--- config.mk ---
export PLATFORM = sky130hd
export DESIGN_NAME = prio_grant_enc
export DESIGN_NICKNAME = d
export VERILOG_FILES = /design/src/rtl/prio_grant_enc.sv
export SDC_FILE = /design/constraint.sdc
export NUM_CORES = 1
export LEC_CHECK = 0
export ABC_AREA = 1
export CAP_MARGIN = 10
export CORE_UTILIZATION = 35
export DETAILED_ROUTE_END_ITERATION = 16
export SYNTH_ARGS = -nofsm -noshare
export SYNTH_HDL_FRONTEND = slang
export SYNTH_SLANG_ARGS = --single-unit
--- constraint.sdc ---
create_clock -name clk -period 3 [get_ports clk]
set_input_delay 0.9 -clock clk [delete_from_list [all_inputs] [get_ports clk]]
set_output_delay 0.9 -clock clk [all_outputs]
set_load 0.005 [all_outputs]
--- src/rtl/prio_grant_enc.sv ---
// prio_grant_enc: registered 4-input priority encoder with request buffering.
// Pending requests are held in pend until granted. The grant index on o_idx
// is offered with a valid/ready handshake, and grants can follow each other
// on every cycle.
// Optional build macro PRIO_ENC_RR_EN selects round-robin priority.
// Without it, fixed priority is used and bit 3 is highest.
//
// state    | meaning
// ---------+--------------------------------------------------------------
// ST_IDLE  | nothing offered; the index is loaded from pend_next on each edge
// ST_VALID | o_idx offered and held until the handshake

module prio_grant_enc (
  input  logic       clk,
  input  logic       rst_n,
  input  logic [3:0] i_req,
  input  logic       i_clr,
  input  logic       i_idx_rdy,
  output logic [1:0] o_idx,
  output logic       o_idx_vld,
  output logic [3:0] o_pend,
  output logic       o_ovf
);

  typedef enum logic {
    ST_IDLE  = 1'b0,
    ST_VALID = 1'b1
  } state_t;

  state_t     r_state;
  logic [3:0] r_pend;
  logic [1:0] r_idx;
  logic       r_vld;
  logic       r_ovf;

  logic       w_hs;
  logic [3:0] w_served;
  logic [3:0] w_pend_nx;
  logic       w_ovf_set;
  logic [1:0] w_idx_nx;

`ifdef PRIO_ENC_RR_EN
  logic [1:0] r_last;
  logic [1:0] w_last_nx;

  // Search downward with wrap-around, starting just below lst.
  // This gives lst itself the lowest priority.
  function automatic logic [1:0] f_enc_rr(input logic [3:0] v, input logic [1:0] lst);
    logic [1:0] j;
    logic       found;
    f_enc_rr = 2'd0;
    found    = 1'b0;
    for (int k = 1; k <= 4; k++) begin
      j = lst - 2'(k);
      if (!found && v[j]) begin
        f_enc_rr = j;
        found    = 1'b1;
      end
    end
  endfunction
`else
  // Fixed priority: return the highest set bit, or 0 when v is empty.
  function automatic logic [1:0] f_enc_fixed(input logic [3:0] v);
    if (v[3])      f_enc_fixed = 2'd3;
    else if (v[2]) f_enc_fixed = 2'd2;
    else if (v[1]) f_enc_fixed = 2'd1;
    else           f_enc_fixed = 2'd0;
  endfunction
`endif

  // Next-state datapath: served bit, next pend value, overflow detection and next index.
  always_comb begin
    w_hs      = r_vld & i_idx_rdy;
    w_served  = w_hs ? (4'b0001 << r_idx) : 4'b0000;
    w_pend_nx = (r_pend & ~w_served) | i_req;
    w_ovf_set = |(i_req & r_pend & ~w_served);
`ifdef PRIO_ENC_RR_EN
    // Use the pointer as it will be after this edge, so that the grant just
    // made drops to the lowest priority immediately.
    w_last_nx = w_hs ? r_idx : r_last;
    w_idx_nx  = f_enc_rr(w_pend_nx, w_last_nx);
`else
    w_idx_nx  = f_enc_fixed(w_pend_nx);
`endif
  end

  // Grant FSM. pend, the index, valid and the sticky overflow flag are all registered.
  always_ff @(posedge clk or negedge rst_n) begin
    if (!rst_n) begin
      r_state <= ST_IDLE;
      r_pend  <= 4'b0000;
      r_idx   <= 2'd0;
      r_vld   <= 1'b0;
      r_ovf   <= 1'b0;
    end else if (i_clr) begin
      r_state <= ST_IDLE;
      r_pend  <= 4'b0000;
      r_idx   <= 2'd0;
      r_vld   <= 1'b0;
      r_ovf   <= 1'b0;
    end else begin
      r_pend <= w_pend_nx;
      if (w_ovf_set) r_ovf <= 1'b1;
      case (r_state)
        ST_IDLE: begin
          r_idx   <= w_idx_nx;
          r_vld   <= |w_pend_nx;
          r_state <= (|w_pend_nx) ? ST_VALID : ST_IDLE;
        end
        ST_VALID: begin
          // Hold the index while stalled. A newly arriving higher-priority
          // request only updates pend and does not preempt the offered index.
          if (w_hs) begin
            r_idx   <= w_idx_nx;
            r_vld   <= |w_pend_nx;
            r_state <= (|w_pend_nx) ? ST_VALID : ST_IDLE;
          end
        end
        default: r_state <= ST_IDLE;
      endcase
    end
  end

`ifdef PRIO_ENC_RR_EN
  // Round-robin pointer: records the most recently granted index.
  always_ff @(posedge clk or negedge rst_n) begin
    if (!rst_n)      r_last <= 2'd0;
    else if (i_clr)  r_last <= 2'd0;
    else if (w_hs)   r_last <= r_idx;
  end
`endif

  assign o_idx     = r_idx;
  assign o_idx_vld = r_vld;
  assign o_pend    = r_pend;
  assign o_ovf     = r_ovf;

endmodule

==> impl_metrics.toml, run 1 <==
[status]
status = "complete, no violations"

[worst_hold_path]
hold_path.class = "register to register"

[sta]
worst_hold_slack_ps = 566
setup_ws_ps = 868
worst_slew_pin_slew_ps = 420
relSlewSlack_pct = 71.9
setup_viol = 0
clock.fmax_mhz = 469
finalClockSkew_ps = 3.35
period_share_pct = 71.1
rsz0062_at_grt = "no"
setup_tns_ps = 0
min_period_ps = 2130
hold_violations = 0
slew_violations = 0

[synth]
synth_fp_nets = 68
synth_area_um2 = 465
yosys.area.top_type_share_pct = 48.4
ys_seq_area_share_pct = 48.4
synth_top_area_cell = "dfrtp_1"
synth_cells = 60
syn_avg_cell_area_um2 = 7.76
yosysWarnings = 0
yosys-top-cells-count = "nand2_1, nor2_1, dfrtp_1, inv_1"
yosys-top-cells-area = "dfrtp_1, nand2_1, nor2_1"
ys_ff_latch = 9
synth_most_common_cell = "nand2_1"
synth-edff-count = 0
synth_ff_type = "dfrtp_1"
async_flop_share_pct = 100
ys_types = 14

[drt]
drc_errors = 0
drt-initial-drc-count = 4
ant_nets = 0
vias = 428
wire_per_inst_um = 10.4
drt_pass1_iterations = 2
routed_wl_um = 964
vias_per_cell = 4.60

[clocking]
cts_max_path_buffers = 2
cts_max_level = 1
cts.clk_slew.worst_paths_ps = 60
cts_tree = "done"
clock-root-buffer = "clkbuf_4"
post_cts_resized = 0
clock-sinks = 9
cts_hold_buf = 0
numCtsBuffers = 3
insertion_delay_ps = 260
post-cts-setup-buffers = 0

[global_route]
antenna_found_initial = 0
grt_max_degree = 10
gr-total-overflow = 0
grt_pass1_wl_mm = 1.42
track_usage_pct = 15.3
grt_pass1_vias = 351

[floorplan]
die_height_um = 38.5
die_area_um2 = 1480
core.rowCount = 12
ioPinCount = 16
start_util_pct = 39.7
placeableCoreArea_um2 = 1170
die_w_um = 38.5

[placed_design]
hpwl_um = 758
post-place-ws_ps = 826
gp_congestion = 0.836
place_area_um2 = 633
numPortBuffers = 15
dp.cells = 89

[power_and_ir_drop]
power.leakage_nw = 0.318
sw_frac_of_total_pct = 27.0
power_mw = 0.301
pwr_density_cell_nw_per_um2 = 456
peakVddDrop_mv = 0.275
p_clk_share_pct = 30.5
pwr-share-comb_pct = 22.7
power.switching_mw = 0.0813
seq_power_share_pct = 46.7
internal_power_mw = 0.219

[cells_and_area]
n_antenna_cell = 0
instances_no_fill = 93
final_util_pct = 56.3
fin_nets = 88
finalInstanceArea_um2 = 659
drive_gt1_share_pct = 13.9
area_delta_synth_final_pct = 41.7

[critical_path]
ff2ff_setup_slack_ps = 1780
crit_path_start = "o_idx[0]$_DFFE_PN0P_"
end_kind = "output port"
cp_num_cells = 1
worstPathArrival_ps = 1230
critPathKind = "register to output port"
path_cells = "clkdlybuf4s50_1"
cp_max_fo = 6
crit_buf_inv = 1
cp.required_ps = 2100
reg2reg_from = "o_idx[1]$_DFFE_PN0P_"
cpPeakStageDelay_ps = 540
path_delay_family = "buffers and inverters"
cp_slowest_cell = "clkdlybuf4s50_1"
startpoint_type = "register"
reg2regPathDepth = 8
cp-endpoint = "o_idx[0]"
reg2reg_to = "o_idx_vld$_DFFE_PN0P_"

[run]
cap_violations = 0
-- sequential cells by signal, indices dropped and copies added, names as in the netlist --
name / count
o_ovf: 1
o_idx_vld: 1
r_state: 1
o_pend: 4
o_idx: 2
-- power by group through the flow --
stage	logic (mW)	registers, mW	clock network, mW
detailed placement	0.0688	0.143	0
finish	0.0683	0.141	0.0918
CTS	0.0693	0.141	0.0939
global placement	0.0684	0.143	0
global route	0.0765	0.142	0.0988
floorplan	0.0309	0.143	0
-- layout by cell type (no fill, tap or decap) --
master,netlist,routed
clkdlybuf4s50_1,0,15
nand2_1,11,11
nor2_1,10,10
inv_1,9,9
dfrtp_1,9,9
a21oi_1,5,5
nand3_1,5,5
nand2_2,4,4
clkbuf_4,0,3
inv_2,1,1
clkinv_1,1,1
o21ai_2,1,1
o21ai_4,1,1
nor2_2,1,1
o22ai_1,1,1
o21bai_1,1,1
clkbuf_1,0,1
-- cells by family after synthesis --
kind of cell    Yosys count  synth area share (%)
compound gates            9                  13.7
buf+inv                  11                  8.87
flops                     9                  48.4
simple gates             31                  29.0
-- worst min path at each step --
stage / from / end / cells past startpoint
after floorplan: o_idx_vld$_DFFE_PN0P_ / o_idx_vld$_DFFE_PN0P_ / 2
after global placement: o_idx_vld$_DFFE_PN0P_ / o_idx_vld$_DFFE_PN0P_ / 2
after detailed placement: o_idx_vld$_DFFE_PN0P_ / o_idx_vld$_DFFE_PN0P_ / 2
after CTS: o_pend[1]$_DFF_PN0_ / o_pend[1]$_DFF_PN0_ / 2
after global routing: o_pend[1]$_DFF_PN0_ / o_pend[1]$_DFF_PN0_ / 2
final: o_idx_vld$_DFFE_PN0P_ / o_idx_vld$_DFFE_PN0P_ / 2
-- worst min-delay path: stages, from the launching register on --
cell and delay (ps):
dfrtp_1 380, nor2_1 60, nor2_1 90
-- metal layers --
metal / wire length, um / vias to the layer above / GRT usage [%] / part of all wire (%)
met3: 53 / 2 / 5.23 / 5.5
met4: 7 / 0 / 10.3 / 0.73
met2: 405 / 14 / 19.9 / 42
met5: 0 / - / 0 / 0
li1: - / 225 / - / -
met1: 497 / 187 / 20.9 / 52
-- area by class of cell --
cell class / instances / area, um2
multi-input cells: 40 / 199
inverters: 11 / 41.3
flip-flops and latches: 9 / 225
repair buffers: 15 / 150
well taps: 14 / 17.5
fillers: 132 / 512
clock buffers: 4 / 26.3
Power figures use the tool's default switching activity.
==> run 2, diff against run 1 <==
clock period = 2.2 ns   (was 3 ns; I/O delays follow)
==> run 2 against run 1 <==
  * Non-clock buffer count is the same
  * Global-route usage shrank 0.10 points
  * Worst hold slack lost 2.3 ps
  * Critical path depth is the same
  * Wire length shrank 2.1%
  * Worst setup slack lost 560 ps
  * Sequential cell count is the same
  * Cell area grew 0.19%
  * Clock power grew 35%
  * Largest cell class unchanged
  * Largest power group unchanged
==> impl_metrics.toml, run 2 (synthesis gave the netlist of run 1 again) <==
[power_and_ir_drop]
peakVddDrop_mv = 0.397
power.leakage_nw = 0.320
pwr_density_cell_nw_per_um2 = 618
sw_frac_of_total_pct = 27.5
p_clk_share_pct = 30.4
internal_power_mw = 0.296
seq_power_share_pct = 47.0
pwr-share-comb_pct = 22.7
power.switching_mw = 0.112

[status]
status = "complete, no violations"

[global_route]
gr-total-overflow = 0
grt_pass1_wl_mm = 1.48
track_usage_pct = 15.2
antenna_found_initial = 0
grt_max_degree = 10
grt_pass1_vias = 366

[clocking]
cts.clk_slew.worst_paths_ps = 60
cts_tree = "done"
post_cts_resized = 0
cts_max_path_buffers = 2
clock-sinks = 9
cts_max_level = 1
insertion_delay_ps = 250
clock-root-buffer = "clkbuf_4"
numCtsBuffers = 3
post-cts-setup-buffers = 0
cts_hold_buf = 0

[drt]
vias_per_cell = 4.67
drt-initial-drc-count = 4
drc_errors = 0
routed_wl_um = 944
ant_nets = 0
drt_pass1_iterations = 4
wire_per_inst_um = 10.2
vias = 434

[placed_design]
post-place-ws_ps = 265
hpwl_um = 761
gp_congestion = 0.827
numPortBuffers = 15

[cells_and_area]
n_antenna_cell = 0
multiInputGateArea_um2 = 199
drive_gt1_share_pct = 15.2
layout_common_cells = "clkdlybuf4s50_1, nand2_1, nor2_1, inv_1, dfrtp_1"
fillers = 113
ff_latch_area_um2 = 225
fin_nets = 88
final_common_cell = "clkdlybuf4s50_1"
largest_register_ffs = 4
area_delta_synth_final_pct = 41.9

[floorplan]
die_height_um = 38.5
placeableCoreArea_um2 = 1170
start_util_pct = 39.7
core.rowCount = 12
ioPinCount = 16
die_area_um2 = 1480
die_w_um = 38.5

[critical_path]
startpoint_type = "register"
reg2reg_from = "o_idx[1]$_DFFE_PN0P_"
cp_slowest_cell = "clkdlybuf4s50_1"
cpPeakStageDelay_ps = 540
crit_buf_inv = 1
worstPathArrival_ps = 1230
crit_path_start = "o_idx[0]$_DFFE_PN0P_"
path_cells = "clkdlybuf4s50_1"
path_delay_family = "buffers and inverters"
end_kind = "output port"
critPathKind = "register to output port"
cp.required_ps = 1540
cp_max_fo = 6

[worst_hold_path]
hold_path.class = "register to register"
min_from = "o_idx_vld$_DFFE_PN0P_"

[sta]
relSlewSlack_pct = 71.6
finalClockSkew_ps = 0.808
setup_viol = 0
worst_slew_pin_slew_ps = 425
min_period_ps = 1890
period_share_pct = 86.1
slew_violations = 0
setup_ws_ps = 306
hold_violations = 0
setup_tns_ps = 0
clock.fmax_mhz = 528
rsz0062_at_grt = "no"

[run]
cap_violations = 0
==> run 2: cell types whose count changed in the layout (fill, tap and decap cells not counted), sizes merged <==
cell	previous run	this run
clkbuf	4	3
clkinv	1	2
==> run 2: final timing paths <==
check                      slack, ps  depth (start not counted)                    end
max reg2reg                      970                          8      r_state$_DFF_PN0_
max in group asynchronous       1200                          1    o_pend[2]$_DFF_PN0_
max                              310                          1               o_idx[0]
min in group asynchronous        710                          1    o_pend[3]$_DFF_PN0_
min reg2reg                      560                          2  o_idx_vld$_DFFE_PN0P_
min                              560                          2  o_idx_vld$_DFFE_PN0P_
==> run 2: metal layers <==
| layer | track usage, % | share of wire [%] | vias to the layer above |
|---|---|---|---|
| li1 | - | - | 224 |
| met1 | 19.1 | 48 | 192 |
| met2 | 24.2 | 45 | 16 |
| met3 | 3.49 | 6.7 | 2 |
| met4 | 7.76 | 0.42 | 0 |
| met5 | 0 | 0 | - |
==> run 2: per-stage QoR <==
step	utilization, %	std cells	hold WS, ps	cell area [um2]	power, mW
2_1_floorplan	-	60	364	465	0.237
3_3_place_gp	54.1	89	551	633	0.289
3_5_place_dp	54.1	89	555	633	0.289
4_1_cts	56.4	93	574	661	0.417
5_1_grt	56.4	93	593	661	0.434
6_report	56.4	93	563	661	0.408
==> run 2: power groups by stage <==
stage | sequential [mW] | clock [mW] | combinational [mW]
6_report | 0.192 | 0.124 | 0.0925
5_1_grt | 0.193 | 0.136 | 0.104
4_1_cts | 0.192 | 0.131 | 0.0940
3_5_place_dp | 0.195 | 0 | 0.0935
3_3_place_gp | 0.195 | 0 | 0.0934
2_1_floorplan | 0.195 | 0 | 0.0422
==> run 2: layout make-up <==
| type | count | area share [%] |
|---|---|---|
| Sequential cell | 9 | 34.1 |
| Multi-Input combinational cell | 40 | 30.1 |
| Timing Repair Buffer | 15 | 22.7 |
| Inverter | 11 | 6.25 |
| Clock buffer | 3 | 3.41 |
| Tap cell | 14 | 2.65 |
| Clock inverter | 1 | 0.758 |
